`src/rtl/spi_slave.sv`:
```
// rtl/spi_slave.sv - SPI mode 0 responder with one-word tx holding buffer and rx strobe
module spi_slave #(
    parameter int              DW        = 8,
    parameter logic [DW-1:0]   IDLE_WORD = DW'(8'hFF)
) (
    input  logic          clk,
    input  logic          resetb,
    input  logic          sck,
    input  logic          mosi,
    input  logic          ssb,
    output logic          miso,
    output logic          miso_oe,
    input  logic [DW-1:0] tx_data,
    input  logic          tx_valid,
    output logic          tx_ready,
    output logic          tx_underrun,
    output logic [DW-1:0] rx_data,
    output logic          rx_valid,
    output logic          busy
);
    localparam int CW = (DW > 1) ? $clog2(DW) : 1;

    typedef enum logic {
        IDLE   = 1'b0,
        ACTIVE = 1'b1
    } state_t;

    state_t state, state_nx;

    logic sck_m, sck_s, sck_d;
    logic ssb_m, ssb_s, ssb_d;
    logic mosi_m, mosi_s;

    logic sck_rise, sck_fall, ssb_rise, ssb_fall;
    logic do_load, do_shift, do_sample, do_leave;
    logic tx_write;

    logic [CW-1:0] bit_cnt;
    logic [DW-1:0] tx_sh;
    logic [DW-1:0] rx_sh;
    logic [DW-1:0] tx_buf;
    logic          tx_full;

    // two-stage synchronizers plus one delayed copy for edge detection
    always_ff @(posedge clk or negedge resetb) begin
        if (!resetb) begin
            sck_m  <= 1'b0;
            sck_s  <= 1'b0;
            sck_d  <= 1'b0;
            ssb_m  <= 1'b1;
            ssb_s  <= 1'b1;
            ssb_d  <= 1'b1;
            mosi_m <= 1'b0;
            mosi_s <= 1'b0;
        end else begin
            sck_m  <= sck;
            sck_s  <= sck_m;
            sck_d  <= sck_s;
            ssb_m  <= ssb;
            ssb_s  <= ssb_m;
            ssb_d  <= ssb_s;
            mosi_m <= mosi;
            mosi_s <= mosi_m;
        end
    end

    assign sck_rise = sck_s & ~sck_d;
    assign sck_fall = ~sck_s & sck_d;
    assign ssb_rise = ssb_s & ~ssb_d;
    assign ssb_fall = ~ssb_s & ssb_d;

    assign tx_ready = ~tx_full;
    assign tx_write = tx_valid & ~tx_full;
    assign busy     = ~ssb_s;

    // frame state register
    always_ff @(posedge clk or negedge resetb) begin
        if (!resetb) begin
            state <= IDLE;
        end else begin
            state <= state_nx;
        end
    end

    // next state and per-cycle datapath strobes; leaving a frame masks sck edges
    always_comb begin
        state_nx  = state;
        do_load   = 1'b0;
        do_shift  = 1'b0;
        do_sample = 1'b0;
        do_leave  = 1'b0;
        case (state)
            IDLE: begin
                if (ssb_fall) begin
                    state_nx = ACTIVE;
                    do_load  = 1'b1;
                end
            end
            ACTIVE: begin
                if (ssb_rise) begin
                    state_nx = IDLE;
                    do_leave = 1'b1;
                end else begin
                    do_sample = sck_rise;
                    if (sck_fall) begin
                        if (bit_cnt == '0) begin
                            do_load = 1'b1;
                        end else begin
                            do_shift = 1'b1;
                        end
                    end
                end
            end
            default: state_nx = IDLE;
        endcase
    end

    // shifters, holding buffer and output registers; a load sees the buffer before a same-cycle write
    always_ff @(posedge clk or negedge resetb) begin
        if (!resetb) begin
            miso        <= 1'b0;
            miso_oe     <= 1'b0;
            tx_underrun <= 1'b0;
            rx_data     <= '0;
            rx_valid    <= 1'b0;
            bit_cnt     <= '0;
            tx_sh       <= '0;
            rx_sh       <= '0;
            tx_buf      <= '0;
            tx_full     <= 1'b0;
        end else begin
            rx_valid    <= 1'b0;
            tx_underrun <= 1'b0;
            miso_oe     <= (state == ACTIVE) && !ssb_rise;

            if (tx_write) begin
                tx_buf  <= tx_data;
                tx_full <= 1'b1;
            end

            if (do_load) begin
                bit_cnt <= '0;
                if (tx_full) begin
                    tx_sh   <= tx_buf;
                    miso    <= tx_buf[DW-1];
                    tx_full <= 1'b0;
                end else begin
                    tx_sh       <= IDLE_WORD;
                    miso        <= IDLE_WORD[DW-1];
                    tx_underrun <= 1'b1;
                end
            end

            if (do_shift) begin
                tx_sh <= tx_sh << 1;
                miso  <= tx_sh[DW-2];
            end

            if (do_sample) begin
                rx_sh <= {rx_sh[DW-2:0], mosi_s};
                if (bit_cnt == CW'(DW - 1)) begin
                    rx_data  <= {rx_sh[DW-2:0], mosi_s};
                    rx_valid <= 1'b1;
                    bit_cnt  <= '0;
                end else begin
                    bit_cnt <= bit_cnt + CW'(1);
                end
            end

            if (do_leave) begin
                miso    <= 1'b0;
                bit_cnt <= '0;
            end
        end
    end
endmodule

```
`config.mk`:
```
export PLATFORM = sky130hd
export DESIGN_NAME = spi_slave
export DESIGN_NICKNAME = d
export VERILOG_FILES = /design/src/rtl/spi_slave.sv
export SDC_FILE = /design/constraint.sdc
export NUM_CORES = 1
export LEC_CHECK = 0
export ABC_AREA = 0
export BUFFER_PORTS_ARGS = -buffer_cell sky130_fd_sc_hd__clkbuf_2
export CORE_ASPECT_RATIO = 0.8
export CORE_MARGIN = 3
export CORE_UTILIZATION = 55
export CTS_BUF_LIST = sky130_fd_sc_hd__clkbuf_16
export DETAILED_ROUTE_END_ITERATION = 10
export HOLD_SLACK_MARGIN = 0.05
export PLACE_DENSITY = 0.76
export SLEW_MARGIN = 5
export SYNTH_ARGS = -nofsm -noshare
export SYNTH_HDL_FRONTEND = slang
export SYNTH_SLANG_ARGS = --single-unit
```
`constraint.sdc`:
```
create_clock -name clk -period 2.2 [get_ports clk]
set_input_delay 0.33 -clock clk [delete_from_list [all_inputs] [get_ports clk]]
set_output_delay 0.33 -clock clk [all_outputs]
set_load 0.01 [all_outputs]
```
## Yosys cells after proc, flatten, opt, wreduce, memory -nomap -nowiden

Cells that the tools add are included.

| word-level totals | value |
|---|---|
| flip-flop bits (word level) | 47 |
| latch bits | 0 |
| bits in writable memories | 0 |
| memory bits (read-only) | 0 |
| input bits | 14 |
| logic and storage cells | 72 |
| memories kept | 0 |

| operators by class | value |
|---|---|
| add/subtract/negate cells | 1 |
| multiply operators | 0 |
| div/mod/pow operators | 0 |
| magnitude comparators | 0 |
| equality and inequality tests | 1 |
| shift operators | 0 |
| mux-type cells | 33 |
| bitwise operators | 11 |
| reduce and logical (&&, ||, !) cells | 7 |

Operators with widths:

| operator | number |
|---|---|
| 1-bit 2-to-1 mux | 24 |
| 7-bit 2-to-1 mux | 3 |
| 3-bit 2-to-1 mux | 4 |
| 1-bit inverter | 6 |
| 3-bit nonzero test | 2 |
| 1-bit bitwise AND | 5 |
| 1-bit case mux with 2 select lines | 2 |
| 3-bit by 1-bit adder with 3-bit output, second input constant | 1 |
| 3-bit equality test, second input constant | 1 |
| 3-bit zero test | 1 |
| 2-bit AND reduction | 1 |
| 2-bit nonzero test | 1 |
| 1-bit logical AND | 1 |
| 1-bit zero test | 1 |

## Longest topological paths before layout

| logic depth | value |
|---|---|
| depth in word-level cells | 8 |
| depth in mapped cells | 7 |

## Worst setup path before layout

No wires, ideal clock.

| timing path | value |
|---|---|
| kind | reg2reg |
| start | register bit_cnt[0] |
| end | register miso |
| arrival | 1.491 ns |
| required time | 2.079 ns |
| path slack | 0.588 ns |
| cell stages (with the launch flop) | 7 |
| path buffers | 0 |
| path through | dfrtp_1 inv_1 ha_1 and2b_1 a31oi_2 mux2_2 a22o_1 |

| on the way | value |
|---|---|
| word-level cells in the longest chain between the ends | 7 |
| elaborated cells on any way between the ends | 12 |

Ends and longest elaborated chain:

| element | RTL line | text |
|---|---|---|
| start, declared | 38 | `logic [CW-1:0] bit_cnt;` |
| start signal, assigned | 166 | `bit_cnt <= bit_cnt + CW'(1);` |
| 3-bit zero test * | 106 | `if (bit_cnt == '0) begin` |
| 1-bit 2-to-1 mux | 106 |  |
| 1-bit 2-to-1 mux | 105 | `if (sck_fall) begin` |
| 1-bit 2-to-1 mux | 100 | `if (ssb_rise) begin` |
| 1-bit 2-to-1 mux | 92 | `case (state)` |
| 1-bit 2-to-1 mux | 154 | `if (do_shift) begin` |
| 1-bit 2-to-1 mux | 170 | `if (do_leave) begin` |
| end signal, assigned | 145 | `miso <= tx_buf[DW-1];` |
| end signal, assigned | 149 | `miso <= IDLE_WORD[DW-1];` |
| end signal, assigned | 156 | `miso <= tx_sh[DW-2];` |
| end, declared | 11 | `output logic miso,` |

Every way passes the cells marked *; elsewhere a longest branch is shown, timed or not.
A chain may end at the register's enable or synchronous reset.

## Worst setup path in the final report

| timing path | value |
|---|---|
| start | register bit_cnt[0] |
| end | register tx_sh[5] |

| on the way | value |
|---|---|
| word-level cells in the longest chain between the ends | 6 |
| elaborated cells on any way between the ends | 11 |

Ends and longest elaborated chain:

| element | RTL line | text |
|---|---|---|
| 3-bit zero test * | 106 |  |
| 1-bit 2-to-1 mux | 106 |  |
| 1-bit 2-to-1 mux | 105 |  |
| 1-bit 2-to-1 mux | 100 |  |
| 1-bit case mux with 2 select lines / 1-bit 2-to-1 mux (equally long branches) | 92 |  |
| 2-bit nonzero test (no source line) / 7-bit 2-to-1 mux (equally long branches) | n/a |  |
| end signal, assigned | 144 | `tx_sh <= tx_buf;` |
| end signal, assigned | 155 | `tx_sh <= tx_sh << 1;` |
| end, declared | 39 | `logic [DW-1:0] tx_sh;` |

Marked as above.

==> metrics.md <==
| Metric | Value |
|---|---|
| Port Buf Inserts | `27` |
| Kind of capture point of the worst setup path | `flip-flop` |
| Number of top-level design ports | `28` |
| Maximum buffer depth of the clock tree | `2` |
| Vias per cell | `5.32` |
| Dominant delay contributor by cell family on the critical path | `compound AO/OA/AOI/OAI gates` |
| Flip-flop and latch area | `1180 um2` |
| Floorplan row count | `18` |
| Worst setup slack after placement | `0.496 ns` |
| Area of the multi-input gates | `683 um2` |
| Maximum number of pins on one net before global-route repair | `32` |
| Maximum vdd ir drop | `0.639 mV` |
| Number of CTS-inserted buffers | `5` |
| Remaining Overflow, GRT | `0` |
| Via count of the first global-routing pass | `1239` |
| Worst Hold Slack | `0.136 ns` |
| Antenna violations before repair | `0` |
| Area growth from synthesis to layout | `16.8%` |
| Final Max Tran Viols | `0` |
| Number of hold violations in the final report | `0` |
| Post-route non-filler standard cell count | `226` |
| Deepest level of the CTS H-tree | `2` |
| Number of cells on the worst reg-to-reg path | `7` |
| Clock insertion delay at the later pin of the skew report | `0.28 ns` |
| Outcome | `complete, no violations` |
| Largest cells by area after synthesis | `dfrtp_1 (57%), mux2_4 (6.2%), nand2_1 (4.9%), dfstp_2 (4.1%), mux2_2 (3.5%)` |
| Worst endpoint required time | `2.37 ns` |
| Crit Path Max Fanout | `10` |
| Count of warnings emitted by yosys | `0` |
| Setup TNS | `0 ns` |
| DRC violations left | `0` |
| Worst Hold Endpoint | `ssb_m` |
| Router iterations before antenna repair | `4` |
| Biggest area consumer among synthesized cells | `dfrtp_1` |
| Post-Synthesis Cells | `151` |
| Number of buffers and inverters on the critical path | `2` |
| Mean Syn Cell Area | `12.8 um2` |
| Critical path class | `flip-flop to flip-flop` |
| Proportion of netlist area held by the largest area contributor | `0.570` |
| Yosys cell types | `32` |
| PwrDens | `1040 nW/um2` |
| HP Start | `ssb` |
| Routed wire length | `3.34 mm` |
| Final setup slack of the worst path | `0.488 ns` |
| Wire length of the first global-routing pass | `5.93 mm` |
| Worst flop-to-flop path startpoint | `bit_cnt[0]` |
| R2R setup slack | `0.49 ns` |
| Number of flip-flops and latches in the synthesized netlist | `47` |
| Root Buffer Master | `clkbuf_16` |
| Gr usage total | `0.186` |
| Postcts setup bufs | `0` |
| Fill cell count | `240` |
| Hold crit path type | `input pin to flip-flop` |
| Total via count after detailed routing | `1203` |
| Slew @ Worst Pin | `0.470 ns` |
| CP startpoint kind | `flip-flop` |
| Clock tree from TritonCTS | `yes` |
| Critical-path cell with the highest stage delay | `dfrtp_1` |
| Sequential share of the synthesized area | `0.611` |
| Crit path DAT | `1.88 ns` |
| N_diodes | `0` |
| Clock skew after layout | `0.00747 ns` |
| Cells along the critical path | `inv_1, ha_1, and2b_1, a31oi_2, buf_4, a21oi_1, a221o_1` |
| Std-Cell Core Area | `3220 um2` |
| Hold path cells | `1` |
| Fmax | `584 MHz` |
| Detail-routed net length per standard cell | `14.8 um` |
| Num Clock Sinks | `47` |
| Final setup fails | `0` |
| Standby leakage power | `1.17 nW` |
| Ratio of cells with drive above 1 in the final layout | `0.339` |
| Reg-to-reg endpoint | `tx_sh[5]` |
| CP peak stage delay | `0.39 ns` |
| Final critical-path share of the clock period | `0.778` |
| Placed wire-length estimate | `2.38 mm` |
| Chip height | `59.0 um` |
| Syn Std Cell Area | `1930 um2` |
| Clock input transition at the sequential cells of the worst setup and hold paths | `0.06 ns` |
| Final net count | `203` |
| Placed Cells incl. Taps | `218` |
| Fin crit period | `1.71 ns` |
| GP Congestion | `0.796` |
| DRT iter0 DRCs | `69` |
| Number of nets with antenna violations after routing | `0` |
| Horizontal die dimension | `72.3 um` |
| DIE AREA | `4260 um2` |
| Max-slew headroom | `0.684` |
| Max cap viols | `0` |
| Syn nets | `168` |
| Setup repair after global routing missed its margin | `no` |
| Starting utilization of the core area | `0.600` |
power by group:
group	internal, W	switching (W)	leakage, nW
sequential	0.00107	0.000145	0.584
combinational	0.000215	0.000190	0.517
clock	0.000414	0.000301	0.0696
total	0.00170	0.000637	1.17
final cells by class:
cell class	instances	share of cell area
clock buffer	5	0.0554
clock inverter	2	0.00610
inverter	8	0.0133
multi-input combinational	92	0.303
sequential	47	0.523
tap	40	0.0222
timing repair buffer	32	0.0776
per-layer routing:
| metal | GRT usage | routed length (um) | vias up |
|---|---|---|---|
| li1 | - | - | 588 |
| met1 | 0.261 | 1670 | 583 |
| met2 | 0.266 | 1460 | 29 |
| met3 | 0.0593 | 173 | 3 |
| met4 | 0.0858 | 38 | 0 |
| met5 | 0 | 0 | - |
worst max-delay path by stage:
stage | startpoint | end | slack, ns | cells after the start
after detailed placement | bit_cnt[0] | tx_sh[5] | 0.50 | 7
after global routing | bit_cnt[0] | tx_sh[5] | 0.36 | 7
final | bit_cnt[0] | tx_sh[5] | 0.49 | 7
after global placement | bit_cnt[0] | miso | 0.58 | 6
after CTS | bit_cnt[0] | tx_sh[5] | 0.49 | 7
after floorplan | bit_cnt[0] | miso | 0.59 | 6
repair_timing:
item | 4_1_cts | 5_1_grt
hold buffers | 1 | 0
gates resized for setup | 0 | 0
endpoints found under the hold margin | 14 | 0
Yosys cell counts:
| master | n |
|---|---|
| nor3_1 | 3 |
| nor2b_1 | 5 |
| nand3b_1 | 1 |
| ha_1 | 3 |
| and3b_4 | 1 |
| and2b_1 | 1 |
| a22o_1 | 3 |
| dfstp_2 | 3 |
| a31oi_2 | 1 |
| mux2_2 | 6 |
| dfrtp_1 | 44 |
| inv_1 | 8 |
| buf_6 | 3 |
| nand2b_1 | 2 |
| nand2b_2 | 1 |
| a211o_1 | 1 |
| maj3_1 | 1 |
| a21o_1 | 3 |
| a21oi_1 | 7 |
| o221a_2 | 3 |
| o21ai_0 | 4 |
| nand2_1 | 25 |
| or3_1 | 4 |
| mux2_4 | 8 |
| nor2_1 | 1 |
| and3_1 | 1 |
| buf_2 | 1 |
| nand3_1 | 1 |
| a221o_1 | 3 |
| nand2_4 | 1 |
| nor3b_2 | 1 |
| and2_1 | 1 |
metrics by stage:
stage	instance area (um2)	total power, W	utilization
floorplan	1930	0.00149	-
global placement	2110	0.00161	0.655
detailed placement	2110	0.00164	0.655
CTS	2260	0.00236	0.701
global route	2260	0.00249	0.701
finish	2260	0.00234	0.701
cells in the final DEF, fill, tap and decap left out, types with 2 or more instances in the layout:
cell,count
o221a_2,3
a22o_1,3
nand2_1,25
a221o_1,3
dfrtp_1,44
dfstp_2,3
or3_1,4
o21ai_0,4
clkbuf_16,5
ha_1,3
buf_4,4
mux2_2,6
inv_1,8
a21o_1,3
nor3_1,3
clkbuf_2,27
a21oi_1,7
mux2_4,8
nor2b_1,5
nand2b_1,2
state kept, by name, summed over array words and instances, names as in the netlist:
signal	count
tx_full	1
tx_underrun	1
sck_s	1
miso_oe	1
mosi_s	1
sck_m	1
sck_d	1
tx_buf	8
ssb_m	1
rx_sh	7
mosi_m	1
miso	1
ssb_s	1
rx_valid	1
state	1
tx_sh	7
bit_cnt	3
rx_data	8
ssb_d	1
cells by family (layout without fill, tap and decap cells):
family          count (synthesis)  count (layout)  share of synthesized area
compound gates                 25              25                     0.0978
buf+inv                        12              47                     0.0356
simple gates                   49              49                      0.134
mux                            14              14                     0.0972
flops                          47              47                      0.611
fa+ha+maj                       4               4                     0.0246
(Power assumes the default switching activity.)
